<file path="src/rtl/rom_port_arbiter.sv">
// Round-robin arbiter sharing one ROM read port between fetch (I) and load (D).
// Returns registered-valid responses with range check and a conflict counter.
module rom_port_arbiter #(
  parameter int ROM_WORDS = 1024,
  parameter int CNT_W     = 16
) (
  input  logic             clk,
  input  logic             rst_n,
  input  logic             i_req,
  input  logic [29:0]      i_addr,
  output logic             i_gnt,
  output logic             i_rvalid,
  output logic [31:0]      i_rdata,
  output logic             i_err,
  input  logic             d_req,
  input  logic [29:0]      d_addr,
  output logic             d_gnt,
  output logic             d_rvalid,
  output logic [31:0]      d_rdata,
  output logic             d_err,
  output logic [29:0]      rom_addr,
  input  logic [31:0]      rom_inst,
  output logic [CNT_W-1:0] conflict_cnt,
  input  logic             clr_cnt
);

  typedef enum logic {
    PORT_I = 1'b0,
    PORT_D = 1'b1
  } port_t;

  localparam logic [29:0] LIMIT = 30'(ROM_WORDS);

  port_t       last_gnt;
  port_t       sel_q;
  logic [29:0] held_addr;
  logic        valid_q;
  logic        err_q;
  logic        any_gnt;
  logic        both;

  assign both    = i_req && d_req;
  assign any_gnt = i_gnt || d_gnt;

  always_comb begin
    i_gnt    = 1'b0;
    d_gnt    = 1'b0;
    rom_addr = held_addr;
    if (rst_n) begin
      i_gnt = i_req && (!d_req || last_gnt == PORT_D);
      d_gnt = d_req && !i_gnt;
    end
    unique case (1'b1)
      i_gnt:   rom_addr = i_addr;
      d_gnt:   rom_addr = d_addr;
      default: rom_addr = held_addr;
    endcase
  end

  always_ff @(posedge clk) begin
    if (!rst_n) begin
      last_gnt  <= PORT_D;
      sel_q     <= PORT_I;
      held_addr <= '0;
      valid_q   <= 1'b0;
      err_q     <= 1'b0;
    end else begin
      valid_q <= any_gnt;
      if (any_gnt) begin
        last_gnt  <= i_gnt ? PORT_I : PORT_D;
        sel_q     <= i_gnt ? PORT_I : PORT_D;
        held_addr <= rom_addr;
        err_q     <= rom_addr >= LIMIT;
      end
    end
  end

  // rst_n gating kills a response that was pending when reset arrived
  always_comb begin
    i_rvalid = rst_n && valid_q && sel_q == PORT_I;
    d_rvalid = rst_n && valid_q && sel_q == PORT_D;
    i_err    = i_rvalid && err_q;
    d_err    = d_rvalid && err_q;
    i_rdata  = (i_rvalid && !err_q) ? rom_inst : 32'h0;
    d_rdata  = (d_rvalid && !err_q) ? rom_inst : 32'h0;
  end

  always_ff @(posedge clk) begin
    if (!rst_n) begin
      conflict_cnt <= '0;
    end else if (clr_cnt) begin
      conflict_cnt <= '0;
    end else if (both && !(&conflict_cnt)) begin
      conflict_cnt <= conflict_cnt + CNT_W'(1);
    end
  end

endmodule

</file>
<file path="config.mk">
export PLATFORM = sky130hd
export DESIGN_NAME = rom_port_arbiter
export DESIGN_NICKNAME = d
export VERILOG_FILES = /design/src/rtl/rom_port_arbiter.sv
export SDC_FILE = /design/constraint.sdc
export NUM_CORES = 1
export LEC_CHECK = 0
export BUFFER_PORTS_ARGS = -buffer_cell sky130_fd_sc_hd__buf_2
export CAP_MARGIN = 20
export CORE_AREA = 2 2 117 62
export DETAILED_ROUTE_END_ITERATION = 8
export DIE_AREA = 0 0 119 64
export PLACE_DENSITY = 0.85
export SLEW_MARGIN = 30
export SYNTH_ARGS = -nofsm -noshare
export SYNTH_HDL_FRONTEND = slang
export SYNTH_SLANG_ARGS = --single-unit
</file>
<file path="constraint.sdc">
create_clock -name clk -period 3.8 [get_ports clk]
set_input_delay 0.38 -clock clk [delete_from_list [all_inputs] [get_ports clk]]
set_output_delay 0.38 -clock clk [all_outputs]
set_load 0.01 [all_outputs]
</file>
# After elaboration in Yosys (flattened, before gate mapping)
# Index checks and enable logic that the tools add are counted.
# totals
reg_bits	50
latchBits	0
ram_bits	0
rom_bits	0
inputBits	97
out_inout_bits	116
word_cells	35
memories	0
# op_classes
addsub	1
n_mul	0
div_mod_pow	0
magnitude_cmp	1
n_eq_ne	0
shifts	0
n_mux	6
n_bitwise	2
n_reduce_logical	19
# ops
op	count
$mux W32	2
$pmux W30 S2	1
$ge A30 B11 Y1 const B	1
$add A16 B1 Y16 const B	1
$reduce_and A16 Y1	1
$logic_and A1 B1 Y1	11
$logic_not A1 Y1	4
$mux W1	3
$logic_or A1 B1 Y1	2
$not A1 Y1	2
$reduce_or A2 Y1	1

# Longest topological paths before layout
# logic_depth
depth_word	8
mapped_depth	9
mapped_depth_nobuf	7

# Least setup slack after synthesis
# No wires, ideal clock.
# synth_timing
path_kind	in2out
from	input port i_req
to	output port rom_addr[22]
arrival_ps	1672
t_required_ps	3420
setup_slack_ps	1748
path_stages	6
n_path_buf	3
path_cell_list	buf_2 > a21boi_1 > clkbuf_1 > buf_2 > a22oi_1 > o21ai_0
# synth_between
elab_chain_len	5
word_cells_on_any_way	6
classes_between	mux (3); reduce/logical (3)
# synth_rtl
item	line_no	source
start, declared	9	input logic i_req,
$logic_and A1 B1 Y1 *	50	i_gnt = i_req && (!d_req || last_gnt == PORT_D);
$logic_not A1 Y1	51	d_gnt = d_req && !i_gnt;
$logic_and A1 B1 Y1	51	
$mux W1	49	if (rst_n) begin
$pmux W30 S2 *	53	unique case (1'b1)
end, declared	21	output logic [29:0] rom_addr,
# Every way passes the cells marked *; elsewhere a longest branch is shown, timed or not.

# Worst setup path after layout
# layout_timing
from	register last_gnt
to	output port rom_addr[27]
# layout_between
elab_chain_len	6
word_cells_on_any_way	7
classes_between	mux (3); reduce/logical (4)
# layout_rtl
item	line_no	source
start, declared	34	port_t last_gnt;
start signal, assigned	70	last_gnt <= i_gnt ? PORT_I : PORT_D;
$logic_or A1 B1 Y1 *	50	
$logic_and A1 B1 Y1 *	50	
$logic_not A1 Y1	51	
$logic_and A1 B1 Y1	51	
$mux W1	49	
$pmux W30 S2 *	53	
# Marks and branches as above.

==> metrics <==
half-perimeter wire length after placement=7121 µm; flops & latches, synth=50; Max VDD drop=0.2169 mV; Fin. Hold Viols=0; leakage=2.181 nW; clk_lat worst skew=0.28 ns; vias in the first global route=2,998; crit path time final=2.414 ns; Worst slew margin=0.5682; H-tree depth=2; GRT Total Usage=0.2295; Setup CP Type=reg2out; initial antenna violation count=0; final setup TNS=0 ns; WL/cell=13.54 µm; fraction of registers with async set/reset=0; core area=0.006543 mm²; Critical Path AT=2.03 ns; R2R cell count=6; Die ar.=0.007616 mm²; combinational power share=0.216; Max Cap Viol=0; worst hold path type=in2reg; Die H=64 µm; EDFF count, synth=0; internal power=0.9551 mW; final max-slew violation count=0; final core occ=0.6275; DIE WIDTH=119 µm; Placement Setup Slack=1.314 ns; 1st-iter DRT viols=247; clock network power share=0.358; setup slack after layout=1.386 ns; first-pass GRT wire length=14,400 µm; layout cells sized above 1=0.4066; pwr/cell area=320.6 mW/mm²; Sw Share=0.2744; post-CTS setup buffer count=0; CP Launch Type=flip-flop; clk sinks=50; pin count of the biggest net entering global routing=39; Ports=213; placer's final routability congestion estimate=0.8624; top cell type's share of synthesized area=0.3538; Worst Setup End Kind=output pin; DR pass1 iterations=4; drt total wl=9001 µm; Setup-failing EPs final=0; synth top area cells=dfxtp_1, and2_1, nand2_1; sequential fraction of the synthesis area=0.3538; RSZ-0062 raised after global routing=false; via count=3,310; Syn Area/Cell=7.564 µm²; WHS Path Cells=3; Synth cell types=43; Synth Instances=374; most common cell in the synthesized netlist=and2_1; residual DRC count=0; Netlist Area Pre-Place=0.002829 mm²; Row Count=21; cell type with the largest total area after synthesis=dfxtp_1; worst-path maximum fanout=16; Final nets=670; Routed Antenna Nets=0; NetSw=0.3612 mW; port bufs=212; Post-synth top cells=and2_1, nand2_1, dfxtp_1; synthesis-to-layout area growth=45.11%; CTS tree=done; remaining global-route overflow=0; fillers=596; CTS clk-pin slew, worst paths=0.07 ns; Sequential Power Share=0.426; cts repair resizes=0; ant diodes=0; vias per inst=4.977; initial core utilization=0.4324; Hold Buf Count CTS=0; Final period util=0.6354; hold_ws=0.3536 ns; synthesis warning total=0; clk root buf=clkbuf_16; Critical Path RT=3.42 ns; Num CTS Buffers=5; ys flop type=dfxtp_1; outcome=finished clean; Syn Nets=472; CTS Buffer Depth=2; final clock skew=0.007882 ns; measured slew at the worst slew-check pin=0.6453 ns; Fmax=414.2 MHz
==> cells in the final DEF (no fill, tap or decap), types with 2 or more instances in the layout <==
cell / n
o21ai_0: 7
clkbuf_16: 5
nor2_1: 22
nand3_1: 8
a21oi_1: 30
and3_1: 8
nand4_1: 4
a22o_1: 2
a31oi_1: 5
and2_1: 73
dfxtp_1: 50
buf_4: 4
nor3_1: 6
nand2_1: 53
a221o_1: 2
a21o_1: 2
xnor2_1: 5
or3_1: 2
xor2_1: 10
nand2b_1: 2
o21ai_1: 11
clkbuf_8: 2
inv_2: 3
a22oi_1: 24
buf_2: 212
==> final timing paths <==
path / from / end / slack (ns)
setup / recovery: last_gnt / rom_addr[27] / 1.39
hold / removal: d_addr[1] / held_addr[1] / 0.35
setup reg to reg: last_gnt / err_q / 1.75
hold reg to reg: held_addr[22] / held_addr[22] / 0.47
==> final cells by class <==
| cell class | instances | area (µm²) | share of cell area |
|---|---|---|---|
| inverter | 4 | 15.01 | 0.003657 |
| timing repair buffer | 216 | 1091 | 0.2658 |
| tap | 92 | 115.1 | 0.02804 |
| clock buffer | 7 | 152.6 | 0.03718 |
| multi-input combinational | 295 | 1722 | 0.4194 |
| clock inverter | 1 | 8.758 | 0.002133 |
| sequential | 50 | 1001 | 0.2438 |
==> kinds of logic after synthesis <==
| group | count (synthesis) | synth area share |
|---|---|---|
| simple gates | 187 | 0.3481 |
| compound gates | 92 | 0.2039 |
| flops | 50 | 0.3538 |
| buf+inv | 29 | 0.04334 |
| xor+xnor | 15 | 0.04644 |
| fa+ha+maj | 1 | 0.004422 |
==> registers in the layout, summed over array words and instances (netlist names) <==
signal	cells
held_addr	30
last_gnt	1
conflict_cnt	16
valid_q	1
err_q	1
sel_q	1
==> layer usage <==
layer / vias up / global-route usage / share of wire
met5: - / 0 / 0
met4: 0 / 0.05506 / 0.011
met3: 8 / 0.05179 / 0.052
met2: 98 / 0.3793 / 0.48
met1: 1518 / 0.3061 / 0.46
li1: 1686 / - / -
==> through the flow <==
step	cells	total power, mW	area, µm²
after floorplan	374	0.7239	2829
after global placement	657	0.8498	3936
after detailed placement	657	0.8529	3936
after CTS	665	1.326	4098
after global routing	665	1.382	4105
final	665	1.316	4105
==> power groups by stage <==
stage / Clock (mW) / Combinational (mW) / Sequential [mW]
after floorplan: 0 / 0.154 / 0.570
after global routing: 0.506 / 0.313 / 0.563
final: 0.471 / 0.284 / 0.561
after detailed placement: 0 / 0.280 / 0.573
after global placement: 0 / 0.277 / 0.573
after CTS: 0.483 / 0.282 / 0.561
==> critical path: stages, from the launching register on <==
cell and delay (ns):
dfxtp_1 0.36, nand2b_2 0.19, and2_1 0.53, a22oi_1 0.22
o21ai_0 0.27, buf_2 0.18
No activity file was read; power rests on OpenSTA's default activity.
